### src/rtl/mult4x4_share_ctrl.sv
`default_nettype none
// ============================================================================
// Module   : mult4x4_share_ctrl
// Brief    : 4x4 unsigned multiplier built on one shared, registered 2x2 lookup
//            table, arbitrated round-robin between two requesters.
// Revision : 1.0
// ============================================================================
module mult4x4_share_ctrl #(
    parameter int LUT_LAT = 1
) (
    input  logic       clk,
    input  logic       rst_n,
    input  logic       req0_valid,
    input  logic [3:0] req0_a,
    input  logic [3:0] req0_b,
    output logic       req0_ready,
    input  logic       req1_valid,
    input  logic [3:0] req1_a,
    input  logic [3:0] req1_b,
    output logic       req1_ready,
    output logic [1:0] lut_a,
    output logic [1:0] lut_b,
    input  logic [3:0] lut_out,
    output logic       rsp_valid,
    output logic [7:0] rsp_data,
    output logic       rsp_id,
    input  logic       rsp_ready
);

    localparam int PIPE_DEPTH = LUT_LAT + 1;

    typedef enum logic [1:0] {
        S_IDLE  = 2'd0,
        S_ISSUE = 2'd1,
        S_DRAIN = 2'd2,
        S_RESP  = 2'd3
    } state_t;

    state_t     state_q, state_d;
    logic [3:0] a_q, b_q;
    logic       id_q;
    logic       last_gnt_q;
    logic [7:0] acc_q;
    logic [1:0] step_q;
    logic [1:0] lut_a_q, lut_b_q;
    logic       rsp_valid_q;
    logic [7:0] rsp_data_q;
    logic       rsp_id_q;

    // Each entry is {valid, step}; the last entry lines up with lut_out.
    logic [PIPE_DEPTH-1:0][2:0] tag_q;

    logic       w_idle;
    logic       w_issue;
    logic       w_gnt1;
    logic       w_accept;
    logic       w_ret_vld;
    logic [1:0] w_ret_step;
    logic       w_last_ret;
    logic [7:0] w_partial;

    assign w_idle     = (state_q == S_IDLE);
    assign w_issue    = (state_q == S_ISSUE);
    // last_gnt_q == 1 means requester 0 wins a tie.
    assign w_gnt1     = req1_valid & (~req0_valid | ~last_gnt_q);
    assign req0_ready = w_idle & req0_valid & ~w_gnt1;
    assign req1_ready = w_idle & w_gnt1;
    assign w_accept   = req0_ready | req1_ready;

    assign w_ret_vld  = tag_q[PIPE_DEPTH-1][2];
    assign w_ret_step = tag_q[PIPE_DEPTH-1][1:0];
    assign w_last_ret = w_ret_vld & (w_ret_step == 2'd3);

    assign lut_a     = lut_a_q;
    assign lut_b     = lut_b_q;
    assign rsp_valid = rsp_valid_q;
    assign rsp_data  = rsp_data_q;
    assign rsp_id    = rsp_id_q;

    always_comb begin
        w_partial = {4'b0000, lut_out};
        case (w_ret_step)
            2'd0:       w_partial = {lut_out, 4'b0000};
            2'd1, 2'd2: w_partial = {2'b00, lut_out, 2'b00};
            default:    w_partial = {4'b0000, lut_out};
        endcase
    end

    always_comb begin
        state_d = state_q;
        case (state_q)
            S_IDLE:  if (w_accept)                 state_d = S_ISSUE;
            S_ISSUE: if (step_q == 2'd3)           state_d = S_DRAIN;
            S_DRAIN: if (w_last_ret)               state_d = S_RESP;
            S_RESP:  if (rsp_valid_q && rsp_ready) state_d = S_IDLE;
            default:                               state_d = S_IDLE;
        endcase
    end

    always_ff @(posedge clk or negedge rst_n) begin
        if (!rst_n) begin
            tag_q <= '0;
        end else begin
            tag_q[0] <= {w_issue, step_q};
            for (int i = 1; i < PIPE_DEPTH; i++) begin
                tag_q[i] <= tag_q[i-1];
            end
        end
    end

    always_ff @(posedge clk or negedge rst_n) begin
        if (!rst_n) begin
            state_q     <= S_IDLE;
            a_q         <= 4'd0;
            b_q         <= 4'd0;
            id_q        <= 1'b0;
            last_gnt_q  <= 1'b1;
            acc_q       <= 8'd0;
            step_q      <= 2'd0;
            lut_a_q     <= 2'd0;
            lut_b_q     <= 2'd0;
            rsp_valid_q <= 1'b0;
            rsp_data_q  <= 8'd0;
            rsp_id_q    <= 1'b0;
        end else begin
            state_q <= state_d;

            if (w_accept) begin
                a_q        <= w_gnt1 ? req1_a : req0_a;
                b_q        <= w_gnt1 ? req1_b : req0_b;
                id_q       <= w_gnt1;
                last_gnt_q <= w_gnt1;
                step_q     <= 2'd0;
            end else if (w_issue) begin
                step_q <= step_q + 2'd1;
            end

            // Step order hi*hi, hi*lo, lo*hi, lo*lo.
            if (w_issue) begin
                lut_a_q <= step_q[1] ? a_q[1:0] : a_q[3:2];
                lut_b_q <= step_q[0] ? b_q[1:0] : b_q[3:2];
            end else begin
                lut_a_q <= 2'd0;
                lut_b_q <= 2'd0;
            end

            if (w_accept) begin
                acc_q <= 8'd0;
            end else if (w_ret_vld) begin
                acc_q <= acc_q + w_partial;
            end

            if ((state_q == S_DRAIN) && w_last_ret) begin
                rsp_data_q  <= acc_q + w_partial;
                rsp_id_q    <= id_q;
                rsp_valid_q <= 1'b1;
            end else if ((state_q == S_RESP) && rsp_ready) begin
                rsp_valid_q <= 1'b0;
            end
        end
    end

endmodule
`default_nettype wire
### config.mk
export PLATFORM = sky130hd
export DESIGN_NAME = mult4x4_share_ctrl
export DESIGN_NICKNAME = d
export VERILOG_FILES = /design/src/rtl/mult4x4_share_ctrl.sv
export SDC_FILE = /design/constraint.sdc
export NUM_CORES = 1
export LEC_CHECK = 0
export ABC_AREA = 1
export CAP_MARGIN = 20
export CORE_MARGIN = 1.5
export CORE_UTILIZATION = 26
export CTS_BUF_LIST = sky130_fd_sc_hd__clkbuf_4
export DETAILED_ROUTE_END_ITERATION = 10
export PLACE_DENSITY_LB_ADDON = 0.08
export SLEW_MARGIN = 0
export SYNTH_ARGS = -nofsm -noshare
export SYNTH_HDL_FRONTEND = slang
export SYNTH_SLANG_ARGS = --single-unit
### constraint.sdc
create_clock -name clk -period 2.75 [get_ports clk]
set_clock_uncertainty 0.15 [all_clocks]
set_input_delay 0.4125 -clock clk [delete_from_list [all_inputs] [get_ports clk]]
set_output_delay 0.4125 -clock clk [all_outputs]
set_load 0.05 [all_outputs]
After elaboration in Yosys (flattened, before gate mapping)
Index checks and enable logic that the tools add are counted.
{ "totals": {"ff_bits": 42, "out_inout_bits": 16, "word_cells": 65} }
{ "classes": {"addsub": 2, "eq_ne": 11, "muxes": 18, "bitwise_logic": 10, "reduce_logical": 10} }
{ "op_table": {"columns": ["op", "n"], "rows": [
  ["2-to-1 mux 2 bit", 10],
  ["2-to-1 mux 8 bit", 2],
  ["case mux 8 bit (2 select lines)", 1],
  ["== test 2 bit (second input constant)", 5],
  ["adder 8 bit", 1],
  ["2-to-1 mux 4 bit", 2],
  ["case mux 2 bit (4 select lines)", 1],
  ["nonzero test 2 bit", 3],
  ["AND 1 bit", 5],
  ["== test 2 x 1 -> 1 bit (second input constant)", 2],
  ["zero test 2 bit", 2],
  ["inequality test 2 x 1 -> 1 bit (second input constant)", 2],
  ["inequality test 2 bit (second input constant)", 2],
  ["AND reduction 4 bit", 1],
  ["logical AND 1 bit", 3],
  ["inverter 1 bit", 3],
  ["adder 2 x 1 -> 2 bit (second input constant)", 1],
  ["2-to-1 mux 1 bit", 2],
  ["OR 1 bit", 2],
  ["OR reduction 2 bit", 1]
]} }

Depth between registers and ports, before layout
{ "depth": {"depth_word": 8, "mapped_depth": 12, "ltp_nobuf": 12} }

Worst setup path after synthesis
OpenSTA, ideal clock, no wires.
{ "synth_path": {"kind": "reg-to-reg", "from": "reg tag_q[3] (netlist bit)", "to": "reg rsp_data_q[7] (netlist: rsp_data[7])", "setup_time_ps": 118, "arrival_ps": 1769, "path_slack_ps": 714, "path_stages_with_launch": 12, "synth_period_minus_slack_ps": 2036, "cell_sequence": "dfrtp_1 > ha_1 > inv_1 > nand2_1 > o22ai_1 > ha_1 > a21oi_1 > nand2_1 > nand2_1 > nand3_1 > nand3_1 > nand2_1"} }
{ "synth_via": {"elab_chain_cells": 4, "elab_cells_between_ends": 9, "cone_classes": "add/sub (1); eq/ne (3); mux (1); bitwise (1); reduce/logical (3)"} }
{ "synth_rtl": {"columns": ["item", "line", "source"], "rows": [
  ["from (decl)", "51", "logic [PIPE_DEPTH-1:0][2:0] tag_q;"],
  ["from (signal, indexed assignment)", "106", "tag_q[i] <= tag_q[i-1];"],
  ["== test 2 x 1 -> 1 bit or == test 2 bit (tied branches)", "82", "case (w_ret_step)"],
  ["OR reduction 2 bit", "82", null],
  ["case mux 8 bit (2 select lines)", "82", null],
  ["adder 8 bit", "154", "rsp_data_q <= acc_q + w_partial;"],
  ["to (signal assigned)", "154", null],
  ["to (decl)", "47", "logic [7:0] rsp_data_q;"]
]} }
Parallel ways exist; a longest one is shown, timed or not.
A chain may end at the register's enable or synchronous reset.

Final worst setup path
{ "layout_path": {"from": "in req1_valid", "to": "out req0_ready"} }
{ "layout_via": {"elab_chain_cells": 3} }
{ "layout_rtl": {"columns": ["item", "line", "source"], "rows": [
  ["from (decl)", "17", "input logic req1_valid,"],
  ["AND 1 bit", "65", "assign w_gnt1 = req1_valid & (~req0_valid | ~last_gnt_q);"],
  ["inverter 1 bit", "66", "assign req0_ready = w_idle & req0_valid & ~w_gnt1;"],
  ["AND 1 bit", "66", null],
  ["to (decl)", "16", "output logic req0_ready,"]
]} }
Every way passes these cells.

==> reports/qor.txt <==
Critical path arrival: 1.77 ns
Gpl congestion: 0.845
Clk pin slew, worst setup/hold paths: 0.12 ns
Max-slew headroom: 62.2%
Reg2Reg Setup Slack: 0.43 ns
Final Power: 3.07 mW
Worst setup SP type: primary input
Total global routing track utilization: 12.0%
FFs w/ async S/R, synth: 100%
Post-CTS setup buffer count: 0
Tightest Pin Transition: 0.567 ns
H-tree Lvls: 2
Max clock buf depth: 2
Post-Syn Nets: 306
Crit path capture: req0_ready
RR Endpoint: rsp_data[5]
Cell Pwr Density: 1080 nW/um^2
Setup violators final: 0
Leading area contributor after synthesis: dfrtp_1
Worst path slowest cell: clkdlybuf4s50_1
Die span in y: 95.1 um
Avg WL per Cell: 11.5 um
Distinct cells, synth: 25
Total die area: 9040 sq um
Cell Chain, Critical Path: clkdlybuf4s50_1 -> nand2_4 -> nand3_2 -> inv_1 -> buf_12
Critical Path RT: 2.19 ns
CTS buffer count: 5
Crit-path max FO: 10
P_leak: 1.48 nW
Sink Count: 42
Antenna cells: 0
I/O pins: 41
Setup TNS: 0 ns
Crit. End Element: output port
Crit path buf inv count: 3
Worst vdd ir: 359 uV
Post-Syn Area: 2200 sq um
Final wirelength: 4.84 mm
CP max stage delay: 0.63 ns
Max-Cap Viols: 0
Vias in the first global route: 1775
Insertion delay to the later sink of the worst-skew pair: 0.35 ns
Largest net degree at the start of global routing: 25
Fin crit period: 2.33 ns
Layout net count: 355
Delay-heaviest family, CP: buffers and inverters
Synthesis-stage register bit count: 42
Routed vias/inst: 4.32
Starting Density: 26.8%
Max-slew violation count: 0
Fin Hold WS: 0.214 ns
HP Class: reg2reg
Warnings, synthesis: 0
Most area-consuming cells after synthesis: dfrtp_1 47%, nand2_1 13%, ha_1 9.1%
Commonest cells post-synth: 79 x nand2_1, 41 x dfrtp_1, 36 x inv_1
Detailed Routing Iterations Pass 1: 4
Period utilization: 84.8%
Cell count along the critical path: 5
Layout area overhead: 29.3%
Layout cells sized above 1: 7.01%
Worst Reg-to-Reg Cells: 11
# rows: 33
Unrepaired setup endpoints after global routing: false
Clock root buffer: clkbuf_4
Source of the critical timing path: req1_valid
Core area: 8220 sq um
Final Util: 34.7%
Drt initial violations: 51
FF-to-FF Start: tag_q[3]
Outcome: finished, final reports clean
Critical path class: in2out
Final HPWL DP: 3.79 mm
Final routed DRC violation total: 0
Initial antenna violation count: 0
PostCTS Resize Cnt: 0
Fmax: 429 MHz
Die width: 95.1 um
Fill cells: 864
Port bufs: 40
Global route overflow: 0
First-pass GRT wire length: 8.24 mm
Post-CTS Hold Fix Bufs: 1
Top-count cell post-synth: nand2_1
Number of enable flip-flop cells after synthesis: 0
Top_reg_cell synth: dfrtp_1
Synth Instances: 264
CTS tree: done
Post-synth top area share: 46.5%
Syn Area/Cell: 8.35 sq um
Antenna viol nets, final: 0
Seq/Total Area, Yosys: 47.7%
Via count: 1809
Final Hold Viols: 0
layer usage:
layer,GRT usage (%),part of all wire [%],vias up
met1,15.9,50,814
met3,2.63,3.9,7
met4,4.48,1.4,0
met2,19.0,45,37
li1,-,-,951
met5,0,0,-
area by class of cell:
cell class              count  area, sq um  area share (%)
clock buffers               6         45.0            1.58
clock inverters             2         37.5            1.32
inverters                  38          143            5.00
multi-input cells         181          987            34.6
flip-flops and latches     42         1050            36.9
well taps                 105          131            4.61
repair buffers             45          455            16.0
stage by stage:
| step | worst slack (ns) | instances | area, sq um |
|---|---|---|---|
| global placement | 0.333 | 410 | 2760 |
| CTS | 0.407 | 419 | 2850 |
| detailed placement | 0.307 | 410 | 2760 |
| floorplan | 0.714 | 264 | 2200 |
| finish | 0.417 | 419 | 2850 |
| global route | 0.159 | 419 | 2850 |
power by group:
part	internal, mW	switching, mW
Combinational	0.583	1.04
Clock	0.202	0.201
Sequential	0.889	0.162
Total	1.67	1.40
how the worst min path moves through the flow:
stage               slack (ns)  startpoint       end  cells past startpoint
floorplan                -0.03       rst_n    a_q[0]                      0
global route              0.23    tag_q[2]  tag_q[5]                      0
CTS                       0.22    tag_q[2]  tag_q[5]                      0
global placement          0.18    tag_q[1]  tag_q[4]                      0
detailed placement        0.19    tag_q[2]  tag_q[5]                      0
finish                    0.21    tag_q[2]  tag_q[5]                      0
worst register-to-register path, delay by kind of cell (launching register included):
kind	cells	cell delay, ns
buffers and inverters	1	0.14
flip-flops	1	0.42
AO/OA/AOI/OAI	2	0.33
AND/OR/NAND/NOR	6	0.60
adder cells (fa/ha/maj)	2	0.59
sequential cells by signal (all words and copies together) (netlist names):
register / count
acc_q: 8
rsp_data: 8
tag_q: 6
a_q: 4
b_q: 4
lut_a: 2
lut_b: 2
state_q: 2
step_q: 2
id_q: 1
last_gnt_q: 1
rsp_id: 1
rsp_valid: 1
placed cells by master (no fill, tap or decap):
master | netlist | final
nand2_1 | 79 | 79
dfrtp_1 | 41 | 41
clkdlybuf4s50_1 | 0 | 37
inv_1 | 36 | 36
nand3_1 | 26 | 26
ha_1 | 16 | 16
nor2_1 | 14 | 14
o21ai_0 | 9 | 9
a21oi_1 | 9 | 9
a31oi_1 | 8 | 8
clkbuf_4 | 0 | 6
o22ai_1 | 5 | 5
buf_4 | 1 | 4
nand2_4 | 3 | 3
nand4_1 | 2 | 2
inv_2 | 2 | 2
xor2_1 | 2 | 2
xnor2_1 | 2 | 2
buf_12 | 0 | 2
nand3_2 | 1 | 1
o21bai_1 | 1 | 1
a21boi_0 | 1 | 1
nor3_1 | 1 | 1
o21ai_1 | 1 | 1
fa_1 | 1 | 1
bufinv_16 | 0 | 1
clkinvlp_4 | 0 | 1
dlygate4sd3_1 | 0 | 1
buf_2 | 0 | 1
dfstp_2 | 1 | 1
kinds of logic (layout without fill, tap and decap cells):
group,Yosys count,after routing,synth area share [%]
simple gates,126,126,24.5
flops,42,42,47.7
buf+inv,41,91,7.49
compound gates,34,34,8.68
fa+ha+maj,17,17,9.99
xor+xnor,4,4,1.59
No activity file was read; power rests on OpenSTA's default activity.
